--- src/rtl/matrix_load_ctrl.sv ---
// Matrix load sequencer: collects N_ELEM serial elements over a valid/ready
// handshake into a row-major staging word, then issues a one-cycle load
// command to the matrix memory and pulses done once the memory holds it.
module matrix_load_ctrl #(
    parameter int ELEM_W = 21,
    parameter int N_ELEM = 16,
    parameter int CNT_W  = 5
) (
    input  logic                       CLK,
    input  logic                       reset,
    input  logic                       start,
    input  logic                       abort,
    input  logic [ELEM_W-1:0]          elem_in,
    input  logic                       elem_valid,
    output logic                       elem_ready,
    output logic [ELEM_W*N_ELEM-1:0]   Min,
    output logic                       memory_state,
    output logic                       busy,
    output logic                       done,
    output logic [CNT_W-1:0]           elem_count
);

    typedef enum logic [1:0] {
        IDLE   = 2'd0,
        FILL   = 2'd1,
        COMMIT = 2'd2
    } state_t;

    state_t                     state_r;
    state_t                     state_s;
    logic [ELEM_W*N_ELEM-1:0]   min_r;
    logic [ELEM_W*N_ELEM-1:0]   min_s;
    logic [CNT_W-1:0]           count_r;
    logic [CNT_W-1:0]           count_s;
    logic                       done_r;
    logic                       last_s;
    logic                       elem_ready_s;
    logic                       memory_state_s;
    logic                       busy_s;

    // The element being accepted now is the final one of the matrix
    assign last_s = (count_r == CNT_W'(N_ELEM - 1));

    // State register
    always_ff @(posedge CLK or negedge reset) begin
        if (!reset) begin
            state_r <= IDLE;
        end else begin
            state_r <= state_s;
        end
    end

    // Next-state decode; abort outranks an element offered in the same cycle
    always_comb begin
        state_s = state_r;
        case (state_r)
            IDLE: begin
                if (start) begin
                    state_s = FILL;
                end else begin
                    state_s = IDLE;
                end
            end
            FILL: begin
                if (abort) begin
                    state_s = IDLE;
                end else if (elem_valid && last_s) begin
                    state_s = COMMIT;
                end else begin
                    state_s = FILL;
                end
            end
            COMMIT: begin
                state_s = IDLE;
            end
            default: begin
                state_s = IDLE;
            end
        endcase
    end

    // Output decode of the registered state
    always_comb begin
        elem_ready_s   = 1'b0;
        memory_state_s = 1'b0;
        busy_s         = 1'b0;
        case (state_r)
            IDLE: begin
                busy_s = 1'b0;
            end
            FILL: begin
                elem_ready_s = 1'b1;
                busy_s       = 1'b1;
            end
            COMMIT: begin
                memory_state_s = 1'b1;
                busy_s         = 1'b1;
            end
            default: begin
                busy_s = 1'b0;
            end
        endcase
    end

    // Staging word and element counter next values; Min keeps partial data on abort
    always_comb begin
        min_s   = min_r;
        count_s = count_r;
        case (state_r)
            IDLE: begin
                if (start) begin
                    min_s   = '0;
                    count_s = '0;
                end else begin
                    count_s = count_r;
                end
            end
            FILL: begin
                if (abort) begin
                    count_s = '0;
                end else if (elem_valid) begin
                    for (int i = 0; i < N_ELEM; i++) begin
                        if (count_r == CNT_W'(i)) begin
                            min_s[i*ELEM_W +: ELEM_W] = elem_in;
                        end else begin
                            min_s[i*ELEM_W +: ELEM_W] = min_r[i*ELEM_W +: ELEM_W];
                        end
                    end
                    count_s = count_r + CNT_W'(1);
                end else begin
                    count_s = count_r;
                end
            end
            default: begin
                count_s = count_r;
            end
        endcase
    end

    // Datapath registers; done marks the first cycle the memory holds the matrix
    always_ff @(posedge CLK or negedge reset) begin
        if (!reset) begin
            min_r   <= '0;
            count_r <= '0;
            done_r  <= 1'b0;
        end else begin
            min_r   <= min_s;
            count_r <= count_s;
            done_r  <= (state_r == COMMIT);
        end
    end

    assign elem_ready   = elem_ready_s;
    assign memory_state = memory_state_s;
    assign busy         = busy_s;
    assign Min          = min_r;
    assign elem_count   = count_r;
    assign done         = done_r;

endmodule

--- config.mk ---
export PLATFORM = sky130hd
export DESIGN_NAME = matrix_load_ctrl
export DESIGN_NICKNAME = d
export VERILOG_FILES = /design/src/rtl/matrix_load_ctrl.sv
export SDC_FILE = /design/constraint.sdc
export NUM_CORES = 1
export LEC_CHECK = 0
export BUFFER_PORTS_ARGS = -buffer_cell sky130_fd_sc_hd__buf_2
export CAP_MARGIN = 20
export CORE_MARGIN = 8
export CORE_UTILIZATION = 41
export CTS_BUF_LIST = sky130_fd_sc_hd__clkbuf_4
export CTS_CLUSTER_SIZE = 8
export DETAILED_ROUTE_END_ITERATION = 6
export PLACE_DENSITY = 0.7
export RECOVER_POWER = 100
export SETUP_SLACK_MARGIN = 0.05
export SLEW_MARGIN = 25
export SYNTH_ARGS = -nofsm -noshare
export SYNTH_HDL_FRONTEND = slang
export SYNTH_SLANG_ARGS = --single-unit
--- constraint.sdc ---
create_clock -name CLK -period 2.01 [get_ports CLK]
set_input_delay 0.3015 -clock CLK [delete_from_list [all_inputs] [get_ports CLK]]
set_output_delay 0.3015 -clock CLK [all_outputs]
set_load 0.02 [all_outputs]
==> impl_metrics.csv <==
group,metric,value,unit
route,drtAntennaViolNets,0,
run_status,status,"finished with violations",
power_and_ir_drop,ir_drop,0.0008203,V
die,fp.dieH,200.8,um
grt,top_usage_layer,"met2",
die,start_util,41.65,%
yosys,ys_seq_area_share,61.49,%
grt,grt_pass1_wl,62.86,mm
yosys,synth_top_cells_by_count,"dfrtp_1 (344), mux2_2 (214), mux2_4 (123), clkbuf_1 (44), buf_6 (20)",
grt,grt_pass1_vias,10125,
clock_tree,clockBufferDepth,3,
timing,tightest_slew,1843,ps
clock_tree,path_clk_slew,70,ps
yosys,synthesis.area,14000,um2
timing,setup_viol,236,
yosys,yosysMostFrequentCell,"dfrtp_1",
setup_path,crit_type,"reg -> reg",
route,routed_wl,42.68,mm
route,wl_per_cell,22.79,um
yosys,synth-main-ff-cell,"dfrtp_1",
run_status,violations,"capacitance limit, slew limit, setup timing",
setup_path,critPathLaunchType,"flop",
yosys,ys_async_sr_fraction,100.0,%
timing,fin_skew,37.55,ps
min_path,whs_path_depth,4,
grt,grt_max_degree,64,
run,max_cap_violations,1,
layout,final_layout_size_suffix_gt1_share,69.18,%
grt,track_usage,19.95,%
grt,met3_usage,6.390,%
route,drc,0,
timing,max_freq,473.6,MHz
clock_tree,cts-root-buf,"clkbuf_4",
grt,met2_usage,33.15,%
yosys,yosys-top-cells-area,"dfrtp_1 (61%), mux2_2 (17%), mux2_4 (13%), buf_6 (1.6%), clkbuf_1 (1.2%)",
setup_path,crit_path_end_kind,"flop",
setup_path,slowest_delay,400,ps
yosys,ys_seq_elements,344,
placement,dp_hpwl,28.77,mm
timing,rsz0062_at_grt,"yes",
setup_path,ff2ff_path_depth,8,
power_and_ir_drop,leakagePower,0.01069,uW
route,drt-vias-per-instance,4.897,
setup_path,crit_path_top_delay_cell,"dfrtp_1",
placement,globalplace.congestion,0.7744,
setup_path,cpMostUsedCell,"clkbuf_16",
grt,antenna_found_initial,4,
clock_tree,cts_tree,"built",
yosys,syn_area_per_cell,16.30,um2
die,die_width,200.8,um
yosys,synth_area_leader_cell,"dfrtp_1",
grt,grt.overflow.total,0,
timing,fin_crit,2112,ps
timing,max_slew_margin,-22.89,%
timing,slew_viol_final,63,
yosys,syn-num-nets,893,
placement,place_ws,-382.3,ps
route,first_pass_iters,4,
yosys,synth_edf_count,0,
route,vias,9173,
route,first_iter_violations,334,
setup_path,required,2620,ps
yosys,synth_cells,859,
yosys,synth.distinct_cells,28,
layout,fillers,2729,
clock_tree,clock_latency,760,ps
layout,nets,1387,
setup_path,worstPathArrival,2720,ps
setup_path,crit_chain,"buf_6, ha_4, mux2_4, a21boi_4, clkbuf_16, nand2_4, clkbuf_16, mux2_2",
timing,setup_slack,-101.7,ps
die,rows,67,
placement,io_buffers,370,
timing,fin_crit_sh,105.1,%
clock_tree,clock_sinks,344,
yosys,yosys_warnings,0,
power_and_ir_drop,pwr_density_cell,1505,nW/um2
clock_tree,htreeDepth,3,
layout,synthToLayoutAreaGrowth,37.78,%
die,core_area,33620,um2
grt,grt_use_met1,24.16,%
timing,setup_tns,-13030,ps
die,die_area,40310,um2
die,io_pins,371,
min_path,hold_class,"in -> reg",
layout,final_util,57.38,%
setup_path,path_max_fanout,10,
power_and_ir_drop,p_total,29020,uW
clock_tree,numCtsBuffers,93,
timing,finalHoldViolCount,0,
yosys,yosys.area.top_type_share,61.49,%
worst max-delay path: cells and delay by family, from the launching register on:
kind	cells	cell delay [ps]
adder cells (fa/ha/maj)	1	160
buffers and inverters	3	510
multiplexers	2	620
flip-flops	1	400
AND/OR/NAND/NOR	1	130
AO/OA/AOI/OAI	1	160
cells by family (layout without fill, tap and decap cells):
logic type	after synthesis	after routing	share of synthesized area, %
compound gates	24	24	1.001
simple gates	60	60	2.681
other cells	0	7	0
fa+ha+maj	8	8	0.7150
buf+inv	84	643	3.566
mux	339	339	30.55
flops	344	344	61.49
flip-flops by register name, summed over array words and instances, names as in the netlist:
name,flops
elem_count,5
state_r,2
Min,336
done,1
final timing paths:
check                            start       end  slack, ps
setup / recovery            state_r[0]  Min[290]       -100
hold / removal             elem_in[15]   Min[57]        100
setup reg to reg            state_r[0]  Min[290]       -100
hold reg to reg               Min[322]  Min[322]        500
max in group asynchronous        reset  Min[105]        170
min in group asynchronous        reset   Min[64]        580
final cells by class:
class / count / area [um2] / area share, %
clock buffers: 136 / 1021 / 5.293
multi-input cells: 431 / 5349 / 27.73
clock inverters: 24 / 175.2 / 0.9081
well taps: 448 / 560.5 / 2.906
repair buffers: 478 / 3537 / 18.34
flip-flops and latches: 344 / 8610 / 44.64
diodes: 7 / 17.52 / 0.09081
inverters: 5 / 18.77 / 0.09730
report_power, final:
part | switching [uW] | internal [uW] | total (uW) | leakage (uW)
sequential | 1530 | 9350 | 10900 | 0.00449
combinational | 6400 | 5430 | 11800 | 0.00548
clock | 2840 | 3470 | 6310 | 0.000715
total | 10800 | 18300 | 29000 | 0.0107
what timing repair did:
action                     CTS  global route
pin swaps                    2             1
hold buffers                 5             0
setup endpoints to repair  339           338
buffers inserted             3             4
cloned                       4            16
gates resized for setup     58            73
hold endpoints to repair   294             0
layout by cell type (no fill, tap or decap), types with 3 or more instances in the layout:
cell,n
clkbuf_4,140
and2_0,8
dfrtp_1,343
nand2_1,6
clkinv_2,5
clkinv_1,15
o21ai_1,9
buf_12,39
nand2_4,4
dlygate4sd3_1,5
mux2_4,200
bufinv_16,3
o21ai_0,9
buf_16,3
ha_1,4
nand3_1,3
nand2_8,9
buf_4,29
diode_2,7
and2_1,13
buf_6,9
nand2b_1,9
clkbuf_16,14
inv_2,3
clkbuf_2,4
mux2_2,137
inv_1,3
buf_2,368
stage by stage:
| stage | instance area [um2] | cells | hold slack (ps) |
|---|---|---|---|
| after floorplan | 14010 | 859 | 5.909 |
| after global placement | 17010 | 1674 | 299.7 |
| after detailed placement | 17010 | 1674 | 296.8 |
| after CTS | 18650 | 1846 | 16.49 |
| after global routing | 19290 | 1873 | 22.55 |
| final | 19290 | 1873 | 102.5 |
routing by layer:
metal,vias up,wire (um)
li1,4018,-
met1,4752,17560
met2,327,21400
met3,74,2584
met4,2,1128
met5,-,13
Power figures use the tool's default switching activity.
